File: src/rtl/spi_adc_array_rx.sv
// Shared-SCLK SPI receiver: one CS/SCLK pair drives NUM_CH ADCs and all MISO lines
// are captured on the same SCLK rising edge, then handed off over valid/ready.
module spi_adc_array_rx #(
  parameter int WIDTH      = 10,
  parameter int TOTAL_BITS = 14,
  parameter int LEAD_BITS  = 2,
  parameter int NUM_CH     = 4,
  parameter int CLK_DIV    = 4,
  parameter int CS_IDLE    = 2
) (
  input  logic                    clk,
  input  logic                    reset_b,
  input  logic                    SPI_en,
  input  logic                    continuous,
  input  logic                    start,
  input  logic [NUM_CH-1:0]       SPI_Data_in,
  output logic                    SPI_clk,
  output logic                    CS,
  output logic [NUM_CH*WIDTH-1:0] SPI_Data_out,
  output logic                    Data_Valid,
  input  logic                    Data_Ready,
  output logic                    Overrun,
  output logic                    Busy
);

  localparam int DIV_W    = (CLK_DIV > 1) ? $clog2(CLK_DIV) : 1;
  localparam int HALF_MAX = (2 * TOTAL_BITS > CS_IDLE) ? 2 * TOTAL_BITS : CS_IDLE;
  localparam int HALF_W   = $clog2(HALF_MAX + 1);

  localparam logic [DIV_W-1:0]  DIV_LAST   = DIV_W'(CLK_DIV - 1);
  localparam logic [HALF_W-1:0] SHIFT_LAST = HALF_W'(2 * TOTAL_BITS - 1);
  localparam logic [HALF_W-1:0] GAP_LAST   = HALF_W'(CS_IDLE - 1);
  localparam logic [HALF_W-1:0] KEEP_FIRST = HALF_W'(2 * LEAD_BITS);
  localparam logic [HALF_W-1:0] KEEP_END   = HALF_W'(2 * (LEAD_BITS + WIDTH));

  typedef enum logic [1:0] {IDLE, ASSERT, SHIFT, GAP} state_t;

  state_t                         stateQ;
  logic [DIV_W-1:0]               divQ, divD;
  logic [HALF_W-1:0]              halfQ;
  logic                           sclkQ, csQ, captureDoneQ;
  logic [NUM_CH-1:0][WIDTH-1:0]   shiftQ, dataQ;
  logic                           validQ, overrunQ;
  logic                           tick, keepBit;

  // Half-period timebase; halfQ is even whenever SCLK is about to rise, so 2k marks edge k.
  always_comb begin
    tick    = (stateQ != IDLE) && (divQ == DIV_LAST);
    divD    = divQ + 1'b1;
    if (stateQ == IDLE || tick) divD = '0;
    keepBit = (halfQ >= KEEP_FIRST) && (halfQ < KEEP_END);
  end

  always_ff @(posedge clk) begin
    if (reset_b) begin
      stateQ       <= IDLE;
      divQ         <= '0;
      halfQ        <= '0;
      sclkQ        <= 1'b1;
      csQ          <= 1'b1;
      captureDoneQ <= 1'b0;
      shiftQ       <= '0;
    end else begin
      divQ         <= divD;
      captureDoneQ <= 1'b0;
      case (stateQ)
        IDLE: begin
          halfQ <= '0;
          if (SPI_en && (continuous || start)) begin
            stateQ <= ASSERT;
            csQ    <= 1'b0;
          end
        end
        ASSERT: begin
          if (tick) begin
            stateQ <= SHIFT;
            sclkQ  <= 1'b0;
          end
        end
        SHIFT: begin
          if (tick) begin
            if (!sclkQ && keepBit) begin
              for (int ch = 0; ch < NUM_CH; ch++)
                shiftQ[ch] <= {shiftQ[ch][WIDTH-2:0], SPI_Data_in[ch]};
            end
            // The last half-period is high, so SCLK is left high on the way into GAP.
            if (halfQ == SHIFT_LAST) begin
              stateQ       <= GAP;
              csQ          <= 1'b1;
              halfQ        <= '0;
              captureDoneQ <= 1'b1;
            end else begin
              halfQ <= halfQ + 1'b1;
              sclkQ <= ~sclkQ;
            end
          end
        end
        GAP: begin
          if (tick) begin
            if (halfQ == GAP_LAST) begin
              halfQ <= '0;
              if (SPI_en && continuous) begin
                stateQ <= ASSERT;
                csQ    <= 1'b0;
              end else begin
                stateQ <= IDLE;
              end
            end else begin
              halfQ <= halfQ + 1'b1;
            end
          end
        end
        default: stateQ <= IDLE;
      endcase
    end
  end

  // A finished capture is only loaded if the output slot is free or being drained this cycle.
  always_ff @(posedge clk) begin
    if (reset_b) begin
      dataQ    <= '0;
      validQ   <= 1'b0;
      overrunQ <= 1'b0;
    end else if (captureDoneQ && (!validQ || Data_Ready)) begin
      dataQ  <= shiftQ;
      validQ <= 1'b1;
    end else begin
      if (captureDoneQ)          overrunQ <= 1'b1;
      if (validQ && Data_Ready)  validQ   <= 1'b0;
    end
  end

  assign SPI_clk      = sclkQ;
  assign CS           = csQ;
  assign SPI_Data_out = dataQ;
  assign Data_Valid   = validQ;
  assign Overrun      = overrunQ;
  assign Busy         = (stateQ != IDLE);

endmodule

File: config.mk
export PLATFORM = sky130hd
export DESIGN_NAME = spi_adc_array_rx
export DESIGN_NICKNAME = d
export VERILOG_FILES = /design/src/rtl/spi_adc_array_rx.sv
export SDC_FILE = /design/constraint.sdc
export NUM_CORES = 1
export LEC_CHECK = 0
export CORE_MARGIN = 8
export CORE_UTILIZATION = 50
export CTS_CLUSTER_SIZE = 8
export DETAILED_ROUTE_END_ITERATION = 6
export PLACE_DENSITY = 0.75
export SLEW_MARGIN = 20
export SYNTH_ARGS = -nofsm -noshare
export SYNTH_HDL_FRONTEND = slang
export SYNTH_SLANG_ARGS = --single-unit
File: constraint.sdc
create_clock -name clk -period 2.7 [get_ports clk]
set_input_delay 0.54 -clock clk [delete_from_list [all_inputs] [get_ports clk]]
set_output_delay 0.54 -clock clk [all_outputs]
set_load 0.01 [all_outputs]
; ---- After elaboration in Yosys (flattened, before gate mapping)
; Cells that the tools add are included.
; W data, S select, Z words.
[word_totals]
input_bits = 10
register_bits = 94
[classes]
n_eq_ne = 14
mux = 27
bitwise = 4
addsub = 2
reduce_logical = 25
magnitude_cmp = 2
[ops]
columns = cell, count
row1 = $mux W5, 4
row2 = $pmux W5 S3, 1
row3 = $ne A2 B2 Y1 const B, 7
row4 = $mux W1, 13
row5 = $mux W2, 6
row6 = $pmux W2 S4, 1
row7 = $logic_and A1 B1 Y1, 7
row8 = $reduce_and A7 Y1, 1
row9 = $eq A2 B2 Y1 const B, 3
row10 = $reduce_and A3 Y1, 2
row11 = $reduce_and A6 Y1, 1
row12 = $reduce_bool A2 Y1, 3
row13 = $add A5 B1 Y5 const B, 1
row14 = $eq A5 B1 Y1 const B, 1
row15 = $eq A5 B5 Y1 const B, 1
row16 = $ge A5 B3 Y1 const B, 1
row17 = $lt A5 B5 Y1 const B, 1
row18 = $not A1 Y1, 4
row19 = $reduce_and A4 Y1, 1
row20 = $logic_or A1 B1 Y1, 3
row21 = $pmux W1 S3, 1
row22 = $reduce_bool A3 Y1, 1
row23 = $reduce_or A3 Y1, 1
row24 = $add A2 B1 Y2 const B, 1
row25 = 7 further kinds, 8

; ---- Logic depth before layout (Yosys ltp)
[depth]
depth_word = 5
mapped_depth = 8
mapped_depth_nobuf = 6

; ---- Least setup slack after synthesis
; OpenSTA, ideal clock, no wires.
[synth_path]
path_type = register to register
from = register stateQ[1]
to = register shiftQ[17] in the netlist's numbering
path_stages_with_launch = 9
path_buffers = 2
setup_time_ns = 0.070
arrival_ns = 1.543
setup_slack_ns = 1.086
synth_period_minus_slack_ns = 1.614
path_cell_list = dfxtp_1 inv_1 ha_1 and2b_1 and4_1 buf_6 buf_6 nand2_1 a21oi_1
[synth_between]
elab_chain_cells = 3
word_cells_on_any_way = 4
classes_between = eq/ne (1) / reduce/logical (3)
[synth_rtl]
columns = element, line_no
row1 = start: declaration, 38  ; state_t stateQ;
row2 = start signal: assignment, 56  ; stateQ <= IDLE;
row3 = start signal: assignment, 70  ; stateQ <= ASSERT;
row4 = start signal: assignment, 76  ; stateQ <= SHIFT;
row5 = $reduce_bool A2 Y1, 48  ; tick = (stateQ != IDLE) && (divQ == DIV_LAST);
row6 = $logic_and A1 B1 Y1, 48
row7 = $reduce_and A3 Y1 (no line) (*), -
row8 = end signal: indexed assignment, 84  ; shiftQ[ch] <= {shiftQ[ch][WIDTH-2:0], SPI_Data_in[ch]};
row9 = end: declaration, 42  ; logic [NUM_CH-1:0][WIDTH-1:0] shiftQ, dataQ;
; Mark *: on every way between the ends. The rest lies on a longest branch, timed or not.
; A chain may end at the register's enable or synchronous reset.

; ---- Worst setup path after layout
[layout_path]
from = register stateQ[1]
to = output Busy
[layout_between]
elab_chain_cells = 1
[layout_rtl]
columns = element, line_no
row1 = $reduce_bool A2 Y1, 138  ; assign Busy = (stateQ != IDLE);
row2 = end: declaration, 23  ; output logic Busy
; Every way passes these cells.

==> results.ini <==
[outcome]
outcome = complete, no violations

[yosys]
ys_seq_area_frac = 0.525
synth_area_leaders = dfxtp_1, nand2_1, a21oi_1
syn_area_sq_mm = 0.00358
synth_compound_area_frac = 0.159
synth_top_family_by_area = simple AND/OR/NAND/NOR gates
yosysTopAreaCell = dfxtp_1
synth_fa_ha_area_frac = 0.0279
synth.distinct_cells = 34
synthCells = 446
avgSynthCellArea_sq_um = 8.03
synthesis.nets = 464
synth_xor_area_frac = 0
synth_mux_area_frac = 0.00559
ys_ff_latch = 94
yosys_warnings = 0
yosys.area.top_type_share = 0.525
yosys.area_share.simple = 0.234

[detailed_routing]
avgViaCountPerCell = 5.04
drt_iter0_drc = 145
via_count = 3001
drc = 0
firstDrtPassIters = 4
wl_per_cell_um = 12.7
detail-route-antenna-nets = 0
routed_wl_mm = 7.56

[worst_setup_path]
worst-endpoint-required_ns = 2.16
critPathArrivalTime_ns = 1.87
crit_path_frequent_cell = inv_1
path_class = flip-flop to output port
path_max_fanout = 7
crit_chain = inv_1 > ha_1 > inv_1 > clkdlybuf4s50_1
critPathCaptureType = output port
max_stage_delay_ns = 0.55
start_kind = flip-flop
slowest_stage = clkdlybuf4s50_1

[floorplan]
floorplan.die_area_sq_mm = 0.0101
placementRows = 31
die_x_um = 101
start_util = 0.505
core_area_sq_mm = 0.00710
io_pins = 55
die_height_um = 101

[job]
cap_violations = 0

[pwr]
p_int_mw = 2.20
swShare = 0.254
irDropWorstVdd_uv = 434
p_comb_frac = 0.130
p_leak_nw = 1.46
power_density_mw_per_mm2 = 667
seqPwrFrac = 0.492
total_power_mw = 2.95
clock_power_share = 0.379
switchingPower_uw = 750

[timing]
min_period_over_period = 0.892
clock.fmax_ghz = 0.415
setup_viol = 0
grt_setup_unrepaired = no
tightest_slew_ns = 0.524
drv_slew = 0
hold-worst-slack_ns = 0.442
hold_viol = 0
slew_headroom = 0.651
fin_worst_skew_ns = 0.0118
fin_ws_ns = 0.292
min_period_ns = 2.41
tns_ns = 0

[final_layout]
finalNetCount = 509
final_util = 0.623
stdcell_count = 595
fillCellCount = 632
areaGrowthSynthToFinish_pct = 23.4
num_antenna_cells = 0
stdcell_area_sq_mm = 0.00442
drive_gt1_frac = 0.0605

[placed_design]
numPortBuffers = 54
dp_hpwl_mm = 5.03
dpl.cell_count = 579
postPlaceCellArea_sq_mm = 0.00418
pre_cts_ws_ns = 0.534
gp_congestion = 0.802

[clocking]
ctsResizeCount = 0
cts.clk_slew.worst_paths_ns = 0.08
root_buffer = clkbuf_8
htree_levels = 3
clock_sinks = 94
cts_tree = done
postCtsSetupRepairBufs = 0
clk-insertion-delay-late_ns = 0.36
clk_path_buf_depth = 2
ctsHoldBuffers = 0
numCtsBuffers = 9

[grt]
grt_pass1_vias = 2859
grt_overflow_total = 0
grt_usage = 0.151
grt_max_degree = 41
antenna_found_initial = 0
grt_pass1_wl_mm = 12.5

[worst_hold_path]
min_path_type = flip-flop to flip-flop

sequential cells by signal (all words and copies together), names as in the netlist:
| signal | cells |
|---|---|
| captureDoneQ | 1 |
| divQ | 2 |
| stateQ | 2 |
| Data_Valid | 1 |
| SPI_clk | 1 |
| CS | 1 |
| SPI_Data_out | 40 |
| Overrun | 1 |
| shiftQ | 40 |
| halfQ | 5 |
layout make-up:
cell class | instances | area [sq um] | area share
Clock buffer | 10 | 128 | 0.0289
Clock inverter | 6 | 118 | 0.0266
Inverter | 7 | 26.3 | 0.00594
Multi-Input combinational cell | 317 | 1540 | 0.347
Sequential cell | 94 | 1880 | 0.426
Tap cell | 99 | 124 | 0.0280
Timing Repair Buffer | 62 | 608 | 0.138
power by group through the flow:
stage	Sequential [mW]	Clock (mW)	Combinational (mW)
6_report	1.45	1.12	0.382
5_1_grt	1.46	1.18	0.426
4_1_cts	1.45	1.13	0.382
3_5_place_dp	1.48	0	0.380
3_3_place_gp	1.48	0	0.366
2_1_floorplan	1.48	0	0.267
synthesized netlist by cell type:
cell	instances
o22ai_2	1
or3_1	1
nor2_1	9
a311oi_1	1
a21oi_1	90
and2b_1	1
and4b_4	1
buf_6	5
and2_1	1
a2bb2oi_1	1
nor3_1	1
buf_2	4
clkbuf_1	18
o21ai_0	2
nor4b_2	1
buf_1	1
nand4_1	3
dfxtp_1	94
nor4_1	1
ha_1	8
nand3_1	7
a2bb2oi_2	1
o2111ai_1	1
and4_1	1
mux2i_1	2
nand2b_1	6
nor4b_1	1
a31oi_1	3
nand2_1	166
o211ai_1	3
nor2b_1	2
a21o_1	1
o21ai_1	1
inv_1	7
worst max-delay path: cells and delay by family (launching register included):
| kind | cells | cell delay, ns |
|---|---|---|
| buffers and inverters | 3 | 0.79 |
| DFF | 1 | 0.46 |
| adders and majority gates | 1 | 0.27 |
placed cells by master, fill, tap and decap left out, drive strengths merged, types with 2 or more instances in the layout:
master / n
a2bb2oi: 2
dfxtp: 94
clkdlybuf4s50: 53
a21oi: 90
clkbuf: 10
a31oi: 3
nor2b: 2
ha: 8
nand3: 7
buf: 9
o211ai: 3
nand2b: 6
bufinv: 3
nand4: 3
nor2: 9
nor4b: 2
nand2: 166
inv: 9
mux2i: 2
o21ai: 3
final timing paths:
| path | from | end | slack, ns | cells past startpoint |
|---|---|---|---|---|
| setup / recovery | stateQ[1] | Busy | 0.29 | 4 |
| hold / removal | divQ[0] | divQ[0] | 0.44 | 1 |
| setup reg to reg | stateQ[1] | shiftQ[5] | 0.50 | 7 |
| hold reg to reg | divQ[0] | divQ[0] | 0.44 | 1 |
cell families after synthesis:
group | after synthesis
compound gates | 105
fa+ha+maj | 8
simple gates | 202
mux | 2
buf+inv | 35
flops | 94
metal layers:
layer | vias to the layer above | wire length (um) | track usage
met4 | 0 | 123 | 0.0593
met3 | 8 | 398 | 0.0407
met5 | - | 0 | 0
met1 | 1368 | 3360 | 0.172
met2 | 68 | 3670 | 0.261
li1 | 1557 | - | -
No activity file was read; power rests on OpenSTA's default activity.
